[config.mk]
export PLATFORM = sky130hd
export DESIGN_NAME = syn_current_acc
export DESIGN_NICKNAME = d
export VERILOG_FILES = /design/src/rtl/syn_current_acc_pkg.sv /design/src/rtl/syn_weight_ram.sv /design/src/rtl/syn_current_acc.sv
export SDC_FILE = /design/constraint.sdc
export NUM_CORES = 1
export LEC_CHECK = 0
export ABC_AREA = 1
export BUFFER_PORTS_ARGS = -buffer_cell sky130_fd_sc_hd__buf_4
export CAP_MARGIN = 20
export CORE_MARGIN = 2
export CORE_UTILIZATION = 30
export DETAILED_ROUTE_END_ITERATION = 10
export HOLD_SLACK_MARGIN = 0.03
export SYNTH_ARGS = -nofsm -noshare
export SYNTH_HDL_FRONTEND = slang
export SYNTH_SLANG_ARGS = --single-unit
[constraint.sdc]
create_clock -name clk -period 2.8 [get_ports clk]
set_input_delay 0.28 -clock clk [delete_from_list [all_inputs] [get_ports clk]]
set_output_delay 0.28 -clock clk [all_outputs]
set_load 0.02 [all_outputs]
[src/rtl/syn_current_acc_pkg.sv]
// -----------------------------------------------------------------------------
// syn_current_acc_pkg
//  Shared constants for the synaptic current accumulator and its weight store:
//  default widths, neuron-side constants and FSM state encodings.
// -----------------------------------------------------------------------------
package syn_current_acc_pkg;

   localparam int N_PRE_DEF = 16;
   localparam int W_W_DEF   = 6;
   localparam int I_W_DEF   = 9;
   localparam int ACC_W_DEF = 13;

   // neuron-side constants shared with the QIF block
   localparam int I_IN  = 9;
   localparam int V_TH  = 8;
   localparam int PARAM = 3;

   typedef logic [1:0] st_t;

   localparam st_t ST_ACCEPT  = 2'd0;
   localparam st_t ST_DRAIN   = 2'd1;
   localparam st_t ST_PUBLISH = 2'd2;

endpackage

[src/rtl/syn_weight_ram.sv]
// -----------------------------------------------------------------------------
// syn_weight_ram
//  N_PRE x W_W weight register file, one write port, one registered read port.
//  A read and a write on the same edge to the same index return the old value
//  while the write still lands. Out-of-range indices read as 0, writes ignored.
// Ports
//  clk    in  clock
//  we     in  write enable
//  waddr  in  write index
//  wdata  in  write data
//  re     in  read enable (captures mem[raddr] into rdata on the edge)
//  raddr  in  read index
//  rdata  out registered read data
// -----------------------------------------------------------------------------
module syn_weight_ram
   import syn_current_acc_pkg::*;
#(
   parameter int N_PRE = N_PRE_DEF,
   parameter int AW    = $clog2(N_PRE),
   parameter int W_W   = W_W_DEF
) (
   input  logic           clk,
   input  logic           we,
   input  logic [AW-1:0]  waddr,
   input  logic [W_W-1:0] wdata,
   input  logic           re,
   input  logic [AW-1:0]  raddr,
   output logic [W_W-1:0] rdata
);

   logic [W_W-1:0] mem_q [N_PRE];
   logic [W_W-1:0] mem_d [N_PRE];
   logic [W_W-1:0] rdata_q;
   logic [W_W-1:0] rdata_d;

   always_comb begin
      mem_d   = mem_q;
      rdata_d = rdata_q;
      if (we && (int'(waddr) < N_PRE)) begin
         mem_d[waddr] = wdata;
      end
      // read from the pre-write array: old value on a same-index collision
      if (re) begin
         rdata_d = (int'(raddr) < N_PRE) ? mem_q[raddr] : '0;
      end
   end

   always_ff @(posedge clk) begin
      mem_q   <= mem_d;
      rdata_q <= rdata_d;
   end

   assign rdata = rdata_q;

endmodule

[src/rtl/syn_current_acc.sv]
// -----------------------------------------------------------------------------
// syn_current_acc
//  Synaptic current accumulator feeding the QIF neuron's neu_in. Address-event
//  spikes look up a signed weight; weights are summed (saturating) over one
//  timestep and the clamped sum is published on each tick.
//  Optional feature macro: SYN_DECAY_EN -- when defined, the accumulator keeps
//  half of its value (arithmetic shift) into the next timestep; otherwise each
//  timestep starts from zero.
// Ports
//  clk         in   clock
//  rst         in   synchronous active-low reset (weights are kept)
//  wt_we       in   weight write enable (any state)
//  wt_addr     in   weight write index
//  wt_wdata    in   signed weight
//  spk_valid   in   spike event valid
//  spk_addr    in   pre-synaptic index of spike
//  spk_ready   out  spike can be accepted this cycle
//  tick        in   timestep boundary strobe
//  neu_in      out  clamped current, held between publishes
//  neu_in_vld  out  one-cycle pulse when neu_in updates
//  tick_drop   out  sticky: tick seen outside ACCEPT
//
//  state   | meaning
//  ACCEPT  | spikes accepted; tick closes the timestep
//  DRAIN   | no spikes; wait for the read/add pipeline to empty
//  PUBLISH | neu_in <= clamp(acc), pulse neu_in_vld, acc <= residual
// -----------------------------------------------------------------------------
module syn_current_acc
   import syn_current_acc_pkg::*;
#(
   parameter int N_PRE = N_PRE_DEF,
   parameter int W_W   = W_W_DEF,
   parameter int I_W   = I_W_DEF,
   parameter int ACC_W = ACC_W_DEF,
   parameter int AW    = $clog2(N_PRE)
) (
   input  logic           clk,
   input  logic           rst,
   input  logic           wt_we,
   input  logic [AW-1:0]  wt_addr,
   input  logic [W_W-1:0] wt_wdata,
   input  logic           spk_valid,
   input  logic [AW-1:0]  spk_addr,
   output logic           spk_ready,
   input  logic           tick,
   output logic [I_W-1:0] neu_in,
   output logic           neu_in_vld,
   output logic           tick_drop
);

   localparam logic [ACC_W-1:0] ACC_MAX = {1'b0, {(ACC_W-1){1'b1}}};
   localparam logic [ACC_W-1:0] ACC_MIN = {1'b1, {(ACC_W-1){1'b0}}};

   st_t            state_q,      state_d;
   logic           s1_vld_q,     s1_vld_d;
   logic           s2_vld_q,     s2_vld_d;
   logic [ACC_W-1:0] s2_w_q,     s2_w_d;
   logic [ACC_W-1:0] acc_q,      acc_d;
   logic [I_W-1:0] neu_in_q,     neu_in_d;
   logic           neu_in_vld_q, neu_in_vld_d;
   logic           tick_drop_q,  tick_drop_d;

   logic           spk_hs;
   logic [W_W-1:0] rd_w;
   logic [ACC_W:0] acc_sum;
   logic [ACC_W-1:0] acc_sat;
   logic [ACC_W-1:0] acc_resid;

   function automatic logic [I_W-1:0] clamp_cur(input logic [ACC_W-1:0] a);
      if (a[ACC_W-1]) begin
         clamp_cur = '0;
      end else if (|a[ACC_W-2:I_W]) begin
         clamp_cur = '1;
      end else begin
         clamp_cur = a[I_W-1:0];
      end
   endfunction

   assign spk_ready = (state_q == ST_ACCEPT);
   assign spk_hs    = spk_valid & spk_ready;

   // stage 1: weight read registered on the handshake edge
   syn_weight_ram #(
      .N_PRE (N_PRE),
      .AW    (AW),
      .W_W   (W_W)
   ) u_wram (
      .clk   (clk),
      .we    (wt_we),
      .waddr (wt_addr),
      .wdata (wt_wdata),
      .re    (spk_hs),
      .raddr (spk_addr),
      .rdata (rd_w)
   );

   always_comb begin
      // one extra bit of headroom; overflow shows as the top two bits differing
      acc_sum = {acc_q[ACC_W-1], acc_q} + {s2_w_q[ACC_W-1], s2_w_q};
      if (acc_sum[ACC_W] != acc_sum[ACC_W-1]) begin
         acc_sat = acc_sum[ACC_W] ? ACC_MIN : ACC_MAX;
      end else begin
         acc_sat = acc_sum[ACC_W-1:0];
      end
`ifdef SYN_DECAY_EN
      acc_resid = $signed(acc_q) >>> 1;
`else
      acc_resid = '0;
`endif
   end

   always_comb begin
      state_d      = state_q;
      acc_d        = acc_q;
      neu_in_d     = neu_in_q;
      neu_in_vld_d = 1'b0;
      tick_drop_d  = tick_drop_q;
      s1_vld_d     = spk_hs;
      s2_vld_d     = s1_vld_q;
      s2_w_d       = s2_w_q;

      if (s1_vld_q) begin
         s2_w_d = {{(ACC_W-W_W){rd_w[W_W-1]}}, rd_w};
      end
      if (s2_vld_q) begin
         acc_d = acc_sat;
      end

      case (state_q)
         ST_ACCEPT: begin
            if (tick) begin
               state_d = ST_DRAIN;
            end
         end
         ST_DRAIN: begin
            if (tick) begin
               tick_drop_d = 1'b1;
            end
            // stage 2 is absorbed on this same edge, so only stage 1 gates exit
            if (!s1_vld_q) begin
               state_d = ST_PUBLISH;
            end
         end
         ST_PUBLISH: begin
            if (tick) begin
               tick_drop_d = 1'b1;
            end
            neu_in_d     = clamp_cur(acc_q);
            neu_in_vld_d = 1'b1;
            acc_d        = acc_resid;
            state_d      = ST_ACCEPT;
         end
         default: begin
            state_d = ST_ACCEPT;
         end
      endcase
   end

   always_ff @(posedge clk) begin
      if (!rst) begin
         state_q      <= ST_ACCEPT;
         acc_q        <= '0;
         neu_in_q     <= '0;
         neu_in_vld_q <= 1'b0;
         tick_drop_q  <= 1'b0;
         s1_vld_q     <= 1'b0;
         s2_vld_q     <= 1'b0;
      end else begin
         state_q      <= state_d;
         acc_q        <= acc_d;
         neu_in_q     <= neu_in_d;
         neu_in_vld_q <= neu_in_vld_d;
         tick_drop_q  <= tick_drop_d;
         s1_vld_q     <= s1_vld_d;
         s2_vld_q     <= s2_vld_d;
      end
   end

   // data-only stage, qualified by s2_vld_q
   always_ff @(posedge clk) begin
      s2_w_q <= s2_w_d;
   end

   assign neu_in     = neu_in_q;
   assign neu_in_vld = neu_in_vld_q;
   assign tick_drop  = tick_drop_q;

endmodule

==> results of run 1 <==
cell usage in the layout (no fill, tap or decap), drive strengths merged, types with 2 or more instances in the layout:
cell type | Yosys | final
a21oi | 48 | 48
buf | 7 | 32
bufinv | 0 | 2
clkbuf | 15 | 17
clkinv | 0 | 5
dfxtp | 28 | 28
edfxtp | 108 | 108
ha | 16 | 16
inv | 58 | 65
mux2i | 24 | 24
nand2 | 88 | 88
nand3 | 20 | 20
nand4 | 3 | 3
nor2 | 36 | 36
o211ai | 25 | 25
o21ai | 54 | 54
or2 | 2 | 2
xnor2 | 2 | 2
xor2 | 6 | 6
layout make-up:
cell class	instances	area [µm²]	area share, %
sequential	136	3800	53.3
clock inverter	15	164	2.30
clock buffer	17	425	5.97
multi-input combinational	330	1940	27.2
inverter	58	218	3.05
tap	270	338	4.74
timing repair buffer	32	240	3.37
logic make-up after synthesis:
group                      count (synthesis)  share of synthesized area [%]
AOI/OAI and AO/OA                        129                           12.6
adders and majority gates                 17                           3.63
xor gates and xnor gates                   8                           1.15
buffers and inverters                     80                           5.36
and+or+nand+nor                          152                           10.7
DFF                                      136                           62.7
muxes                                     24                           3.96
critical path, delay by kind of cell (launching register included):
kind                       cells  cell delay, ns
and+or+nand+nor                4            0.42
AOI/OAI and AO/OA              3            0.85
buffers and inverters          1            0.05
adders and majority gates      1            0.43
DFF                            1            0.54
worst max path at each step:
stage          startpoint       end  slack (ns)  cells after the start
2_1_floorplan   s2_w_q[0]  acc_q[2]        0.83                     11
3_3_place_gp    s2_w_q[5]  acc_q[1]        0.48                      9
3_5_place_dp    s2_w_q[5]  acc_q[1]        0.38                      9
4_1_cts         s2_w_q[5]  acc_q[1]        0.38                      9
5_1_grt         s2_w_q[5]  acc_q[0]        0.13                      9
6_report        s2_w_q[5]  acc_q[1]        0.37                      9
layer usage:
layer	share of wire (%)	up-vias	GRT usage, %
met4	1.2	0	4.13
met2	49	83	19.9
met5	0	-	0
met3	4.7	15	3.34
li1	-	1971	-
met1	45	1823	15.2
cell usage after synthesis, types with 9 or more instances:
cell type / instances
edfxtp_1: 108
o21ai_0: 54
inv_1: 57
a21oi_2: 11
mux2i_1: 24
nor2_1: 36
o211ai_1: 25
clkbuf_1: 15
dfxtp_1: 28
nand2_2: 9
nand3_1: 19
a21oi_1: 36
ha_1: 16
nand2_1: 79
report_power, final:
group	switching, mW	leakage [nW]	total [mW]	internal (mW)
sequential	0.0540	1.21	2.34	2.28
clock	0.891	0.288	2.22	1.33
combinational	0.401	1.31	0.617	0.216
registers in the layout (all words and copies together), names as in the netlist:
signal        flops
acc_q            13
neu_in            9
neu_in_vld        1
s1_vld_q          1
s2_vld_q          1
s2_w_q            6
state_q           2
tick_drop         1
u_wram.mem_q     96
u_wram.rdata      6
==> out/qor.yml, run 1 <==
hold_slack_ns: 0.0893
track_usage_pct: 12.0
dieWidth_um: 146
fmax_mhz: 411
synth_cells: 546
r2r-start: "s2_w_q[5]"
synth_nets: 582
io_pins: 31
placed_area_um2: 6540
reg2reg_setup_slack_ns: 0.37
antenna_found_initial: 0
dp_worst_setup_slack_ns: 0.385
numPlacedInstances: 826
grt_max_degree: 73
tightest_slew_ns: 0.804
clk_latency_ns: 0.41
areaGrowthSynthToFinish_pct: 17.5
design_area_um2: 7130
chipHeight_um: 146
r2r_cells: 9
n_antenna_cell: 0
fin_util_pct: 35.6
synth-async-reset-ratio_pct: 0
required_ns: 3.07
rsz0062_at_grt: "false"
hold_violations: 0
vias: 3892
cap_viol_max_count: 0
syn-cell-area_um2: 6070
synthTopCellsByArea: "edfxtp_1 53%, dfxtp_1 9.2%, nand2_1 4.9%"
slew_viol_final: 0
cts_tree: "built"
dp_hpwl_um: 8250
final_net_count: 611
setup_viol: 0
rows: 52
synth-seq-cells: 136
worstSetupStartpointType: "flip-flop"
ir_drop_v: 0.000459
r2r-end: "acc_q[1]"
clk_path_buf_depth: 2
layout-drive-gt1-share_pct: 14.8
io_buffers: 30
crit_chain: "ha_1 > nand2_1 > inv_1 > a21oi_1 > nand3_1 > nand2_1 > nand2_2 > a21oi_4 > a21oi_1"
grt_pass1_wl_um: 19900
cp-end-kind: "flip-flop"
htree_levels: 4
ys_warn_count: 0
finalWirelength_um: 12300
clockRootBuffer: "clkbuf_16"
grt_pass1_vias: 3843
post_drt_wl_per_cell_um: 14.4
first_pass_iters: 5
final.period_utilization_pct: 86.8
clkTransAtPathRegs_ns: 0.06
drc: 0
clock_sinks: 136
cts_resized: 0
start_util_pct: 30.3
ys_seq_area_share_pct: 62.7
synth_top_area_share_pct: 53.4
hold_start: "rst"
post_cts_buffers: 0
critPathKind: "reg2reg"
worst_slack_ns: 0.368
skew_ns: 0.00838
synth_edf_count: 108
fillers: 2008
synth_largest_area_cell: "edfxtp_1"
place_congestion: 0.832
finalCriticalPeriod_ns: 2.43
fin_tns_setup_ns: 0
postCtsHoldBufs: 0
power_mw: 5.18
antenna_left: 0
worst-path-max-fanout: 12
powerDensity_nw_per_um2: 726
slew_headroom_pct: 46.4
fp.coreArea_um2: 20000
synth_flop_cell: "edfxtp_1"
numCtsBuffers: 17
first_iter_violations: 357
p_leak_nw: 2.80
slowest_stage: "edfxtp_1"
via_per_inst: 4.54
status: "completed"
synthDistinctLibCells: 31
hp-class: "in2reg"
whs_endpoint: "s2_vld_q"
cpPeakStageDelay_ns: 0.54
fin_cells: 858
worstPathArrival_ns: 2.70
syn_area_per_cell_um2: 11.1
dieArea_um2: 21400
hold_depth: 3
grt_remaining_overflow: 0
Power figures use the tool's default switching activity.
==> run 2: changes to the inputs <==
CAP_MARGIN = 10   (was 20)
SYNTH_HIERARCHICAL = 1   (was not set)
==> run 2 against run 1 <==
Net effect:
- sequential power barely moved
- total power rose by 2.2%
- register-to-register slack improved by 0.05 ns
- critical endpoint unchanged
- largest power group unchanged
- critical path type unchanged
- highest routed layer unchanged
- largest cell class unchanged
==> out/qor.yml, run 2 <==
status: "completed"
rows: 53  # +1.9%
cap_viol_max_count: 0  # unchanged
whs_endpoint: "s2_vld_q"
skew_ns: 0.00965  # +0.00127 ns
required_ns: 3.08  # about the same
design_area_um2: 7440  # +4.3%
hold_depth: 3  # unchanged
worstPathArrival_ns: 2.66  # -0.04 ns
hold_start: "rst"
drc: 0  # unchanged
largest_register_ffs: 96  # unchanged
r2r-end: "acc_q[1]"
regMostFlops: "u_wram/mem_q"
rsz0062_at_grt: "false"
dieArea_um2: 22400  # +4.9%
ys_seq_area_share_pct: 59.6  # -3.0 points
synth_most_common_cell: "nand2_1"
worstSetupStartpointType: "flip-flop"
n_antenna_cell: 0  # unchanged
synth_cells: 681  # +25%
r2r-start: "s2_w_q[5]"
slew_viol_final: 0  # unchanged
post_cts_buffers: 0  # unchanged
clockRootBuffer: "clkbuf_16"
reg_top3: "u_wram/mem_q: 96 flops, acc_q: 13 flops, neu_in: 9 flops"
synth-async-reset-ratio_pct: 0  # unchanged
synth_top_area_share_pct: 50.9  # -2.6 points
hp-class: "in2reg"
hold_slack_ns: 0.0784  # -0.0109 ns
synth_largest_area_cell: "edfxtp_1"
antenna_found_initial: 0  # unchanged
hold_violations: 0  # unchanged
critPathKind: "reg2reg"
placed_area_um2: 6820  # +4.3%
finalWirelength_um: 12900  # +4.7%
clk_latency_ns: 0.42  # about the same
finalCriticalPeriod_ns: 2.38  # -0.0535 ns
synthTopCellsByArea: "edfxtp_1 51%, nand2_1 12%, dfxtp_1 8.8%"
cts_resized: 0  # unchanged
cp-end-kind: "flip-flop"
syn_area_per_cell_um2: 9.36  # -16%
syn-cell-area_um2: 6380  # +5.0%
crit_start: "s2_w_q[5]"
powerDensity_nw_per_um2: 711  # -2.0%
synth_edf_count: 108  # unchanged
fmax_mhz: 420  # +2.2%
place_congestion: 0.859  # +3.3%
fp.coreArea_um2: 21000  # +4.6%
synth_flop_cell: "edfxtp_1"
clkTransAtPathRegs_ns: 0.06  # about the same
grt_max_degree: 49  # -33%
clock_sinks: 136  # unchanged
dp_hpwl_um: 8680  # +5.2%
via_per_inst: 4.38  # -3.4%
slew_headroom_pct: 43.6  # -2.8 points
cts_tree: "built"
worst-path-max-fanout: 12  # unchanged
clk_path_buf_depth: 2  # unchanged
start_util_pct: 30.4  # +0.14 points
reg2reg_setup_slack_ns: 0.42  # +0.05 ns
final_common_cell: "nand2_1"
final_cell_mix: "200 x nand2_1, 108 x edfxtp_1, 104 x inv_1, 83 x nand3_1, 37 x nor2_1"
synth-seq-cells: 136  # unchanged
grt_pass1_vias: 4210  # +9.5%
r2r_cells: 9  # unchanged
ys_warn_count: 6  # +6
chipHeight_um: 150  # +2.4%
setup_viol: 0  # unchanged
fin_tns_setup_ns: 0  # unchanged
grt_pass1_wl_um: 21300  # +7.3%
areaGrowthSynthToFinish_pct: 16.7
synth.top_cells.by_count: "200 x nand2_1, 108 x edfxtp_1, 104 x inv_1"
first_iter_violations: 252  # -29%
first_pass_iters: 5  # unchanged
io_pins: 31  # unchanged
htree_levels: 4  # unchanged
vias: 4363  # +12%
final_net_count: 744  # +22%
tightest_slew_ns: 0.845  # +0.0412 ns
final.period_utilization_pct: 84.9  # -1.9 points
p_leak_nw: 3.25  # +16%
grt_remaining_overflow: 0  # unchanged
track_usage_pct: 12.5  # +0.47 points
numCtsBuffers: 17  # unchanged
io_buffers: 30  # unchanged
synth_nets: 717  # +23%
dieWidth_um: 150  # +2.4%
postCtsHoldBufs: 0  # unchanged
post_drt_wl_per_cell_um: 12.9  # -9.8%
antenna_left: 0  # unchanged
layout-drive-gt1-share_pct: 12.3  # -2.5 points
synthDistinctLibCells: 33  # +6.5%
ir_drop_v: 0.000481  # +4.8%
## run 2: changes by cell type in the layout (fill, tap and decap cells not counted), sizes merged, moves of 30 or more
cell,delta
inv,+47
o21ai,-30
nand2,+121
nand3,+64
## run 2: logic make-up after synthesis
group                      count (synthesis)  share of synthesized area (%)
DFF                                      136                           59.6
and+or+nand+nor                          339                           22.5
xor gates and xnor gates                   8                           1.10
adders and majority gates                 17                           3.45
buffers and inverters                    130                           8.42
AOI/OAI and AO/OA                         51                           4.92
## run 2: worst max path at each step
stage | cells past startpoint | slack (ns) | end
2_1_floorplan | 11 | 0.83 | acc_q[2]
4_1_cts | 9 | 0.38 | acc_q[0]
6_report | 9 | 0.42 | acc_q[1]
3_5_place_dp | 9 | 0.40 | acc_q[0]
5_1_grt | 11 | 0.21 | acc_q[0]
3_3_place_gp | 9 | 0.46 | acc_q[1]
## run 2: critical path, cell delays in order (launching register included)
cell      delay [ns]
edfxtp_1        0.55
ha_1            0.41
a21oi_1         0.21
nand2_1         0.12
a21oi_2         0.18
nand2_2         0.07
nand2_1         0.07
nand2_2         0.07
a21oi_4         0.42
a21oi_1         0.11
## run 2: power by group
part | switching [mW] | internal [mW]
logic | 0.418 | 0.216
registers | 0.0506 | 2.28
clock network | 0.900 | 1.43
total | 1.37 | 3.92
## run 2: per-layer routing
metal / vias to the layer above / track usage, % / routed length (µm)
met1: 1978 / 15.9 / 5920
met3: 20 / 2.99 / 592
li1: 2265 / - / -
met2: 100 / 20.3 / 6120
met5: - / 0 / 0
met4: 0 / 5.19 / 261
## run 2: final cells by class
type	count	area [µm²]
inverters	106	398
repair buffers	32	240
well taps	275	344
clock buffers	18	429
fillers	2166	13500
flip-flops and latches	136	3800
clock inverters	14	188
multi-input cells	415	2040
## run 2: through the flow
step,power [mW],utilization [%],instances,worst slack (ns)
final,5.29,35.5,996,0.422
after global routing,5.51,35.5,996,0.205
after CTS,5.34,35.5,996,0.385
after detailed placement,3.02,32.6,964,0.398
after global placement,3.01,32.6,964,0.460
after floorplan,2.83,-,681,0.828
==> run 3: changes to the inputs <==
clock period = 2.05 ns   (was 2.8 ns; I/O delays follow)
==> run 3 against run 2 <==
Net effect:
- first-iteration DRC count shrank 32%
- setup slack worse by 0.41 ns
- final area grew 6.7%
- critical path depth up 2
- clock skew increased by 0.0029 ns
- worst hold slack worse by 0.033 ns
- register-to-register slack worse by 0.41 ns
- wire length increased by 4.5%
- via count is 3.3% higher
- combinational power rose by 67%
- critical path type unchanged
==> out/qor.yml, run 3 (synthesis results as in run 2) <==
status: "completed"
cap_viol_max_count: 0  # unchanged
critPathKind: "reg2reg"
r2r-start: "s2_w_q[5]"
worst-path-max-fanout: 8  # -4
final_common_cell: "nand2_1"
grt_max_degree: 34  # -31%
final.period_utilization_pct: 99.3  # +14 points
cp_top_family: "buffers and inverters"
clk_latency_ns: 0.42  # about the same
track_usage_pct: 12.4  # -0.045 points
clock_sinks: 136  # unchanged
fmax_mhz: 491  # +17%
fp.coreArea_um2: 21000  # unchanged
setup_viol: 0  # unchanged
hold_violations: 0  # unchanged
rows: 53  # unchanged
whs_endpoint: "s1_vld_q"
start_util_pct: 30.4  # unchanged
slowest_stage: "edfxtp_1"
ir_drop_v: 0.000641  # +33%
finalWirelength_um: 13500  # +4.5%
largest_register_ffs: 96  # unchanged
post_drt_wl_per_cell_um: 13.2  # +1.7%
met2_length_um: 6560  # +7.2%
dp_hpwl_um: 9130  # +5.2%
cp_common_cell: "a21oi_4"
cpPeakStageDelay_ns: 0.41  # -0.14 ns
drc: 0  # unchanged
r2r_cells: 11  # +2
reg2reg_setup_slack_ns: 0.01  # -0.41 ns
io_pins: 31  # unchanged
crit_chain: "buf_12 > ha_4 > nand2_1 > nor2_2 > a21oi_4 > buf_4 > nand3_2 > nand2_2 > a21oi_4 > clkbuf_16 > a21oi_2"
final_net_count: 771  # +3.6%
required_ns: 2.35  # -0.73 ns
cp-end-kind: "flip-flop"
reg_top3: "u_wram/mem_q: 96 flops, acc_q: 13 flops, neu_in: 9 flops"
clk_path_buf_depth: 2  # unchanged
slew_viol_final: 0  # unchanged
antenna_found_initial: 0  # unchanged
clockRootBuffer: "clkbuf_16"
antenna_left: 0  # unchanged
n_antenna_cell: 0  # unchanged
first_iter_violations: 172  # -32%
r2r-end: "acc_q[8]"
power_mw: 7.65  # +45%
hp-class: "in2reg"
fin_cells: 1023  # +2.7%
areaGrowthSynthToFinish_pct: 24.5
first_pass_iters: 5  # unchanged
clkTransAtPathRegs_ns: 0.06  # about the same
dr_wl_met3_um: 512  # -14%
hold_depth: 3  # unchanged
routedLengthMet1_um: 6050  # +2.3%
powerDensity_nw_per_um2: 963  # +35%
chipHeight_um: 150  # unchanged
top_layer_used: "met4"
worstPathArrival_ns: 2.34  # -0.32 ns
final_cell_mix: "189 x nand2_1, 108 x edfxtp_1, 103 x inv_1, 81 x nand3_1, 53 x buf_4"
grt_pass1_vias: 4273  # +1.5%
cts_tree: "built"
worst-path-buf-inv: 3  # +3
p_leak_nw: 3.44  # +5.7%
grt_remaining_overflow: 0  # unchanged
worstSetupStartpointType: "flip-flop"
io_buffers: 30  # unchanged
hold_start: "spk_valid"
regMostFlops: "u_wram/mem_q"
slew_headroom_pct: 62.2  # +19 points
fillers: 2100  # -3.0%
tightest_slew_ns: 0.565  # -0.280 ns
htree_levels: 4  # unchanged
vias: 4507  # +3.3%
skew_ns: 0.0125  # +0.00288 ns
finalCriticalPeriod_ns: 2.04  # -0.343 ns
numCtsBuffers: 17  # unchanged
dieArea_um2: 22400  # unchanged
via_per_inst: 4.41  # +0.57%
numPlacedInstances: 987  # +2.4%
rsz0062_at_grt: "true"
place_congestion: 0.854  # -0.56%
layout-drive-gt1-share_pct: 19.3  # +6.9 points
grt_pass1_wl_um: 21200  # -0.55%
dieWidth_um: 150  # unchanged
[run 3: cell types whose count changed in the layout (fill, tap and decap cells not counted), sizes merged]
cell | previous run | this run
buf | 32 | 56
clkinvlp | 3 | 0
bufinv | 3 | 5
dlygate4sd3 | 0 | 2
clkbuf | 18 | 19
inv | 112 | 113
[run 3: per-layer routing]
layer  up-vias  global-route usage (%)
met5         -                       0
met4         0                    5.52
met3        26                    3.38
met2       100                    20.8
met1      2063                    14.9
li1       2318                       -
[run 3: power breakdown]
part	switching (mW)	total, mW	internal (mW)
Clock	1.20	3.40	2.19
Sequential	0.0705	3.19	3.12
Combinational	0.639	1.06	0.422
[run 3: what timing repair did]
action                     4_1_cts  5_1_grt
pin swaps                        1        8
cloned                           0        1
setup endpoints to repair       12       13
hold endpoints to repair         2        0
hold buffers                     2        0
resized for setup                5       33
buffers inserted                 1        0
[run 3: tightest hold or removal path: cells and delay by family]
kind | cells | cell delay, ns
simple gates | 2 | 0.15
buf+inv | 1 | 0.07
[run 3: cell type report]
cell class                 instances  area (µm²)  share of cell area [%]
clock buffer                      18         429                    5.41
clock inverter                    14         231                    2.92
inverter                         106         398                    5.01
multi-input combinational        415        2230                    28.1
sequential                       136        3800                    47.9
tap                              275         344                    4.33
timing repair buffer              59         503                    6.34
[run 3: metrics by stage]
step	utilization [%]	instance area, µm²	hold slack, ns	TNS [ns]	setup slack, ns
4_1_cts	37.0	7760	0.0309	0	0.0101
3_5_place_dp	33.5	7020	0.405	-1.01	-0.0894
2_1_floorplan	-	6380	0.303	0	0.0783
5_1_grt	37.9	7940	0.0349	-0.928	-0.0975
6_report	37.9	7940	0.0456	0	0.0148
3_3_place_gp	33.5	7020	0.401	-0.275	-0.0269
[run 3: worst max-delay path by stage]
stage	endpoint	from	cells after the start
finish	acc_q[8]	s2_w_q[5]	11
floorplan	acc_q[2]	s2_w_q[0]	11
CTS	acc_q[1]	s2_w_q[0]	11
detailed placement	acc_q[3]	s2_w_q[5]	10
global placement	acc_q[2]	s2_w_q[5]	10
global route	acc_q[8]	s2_w_q[5]	12
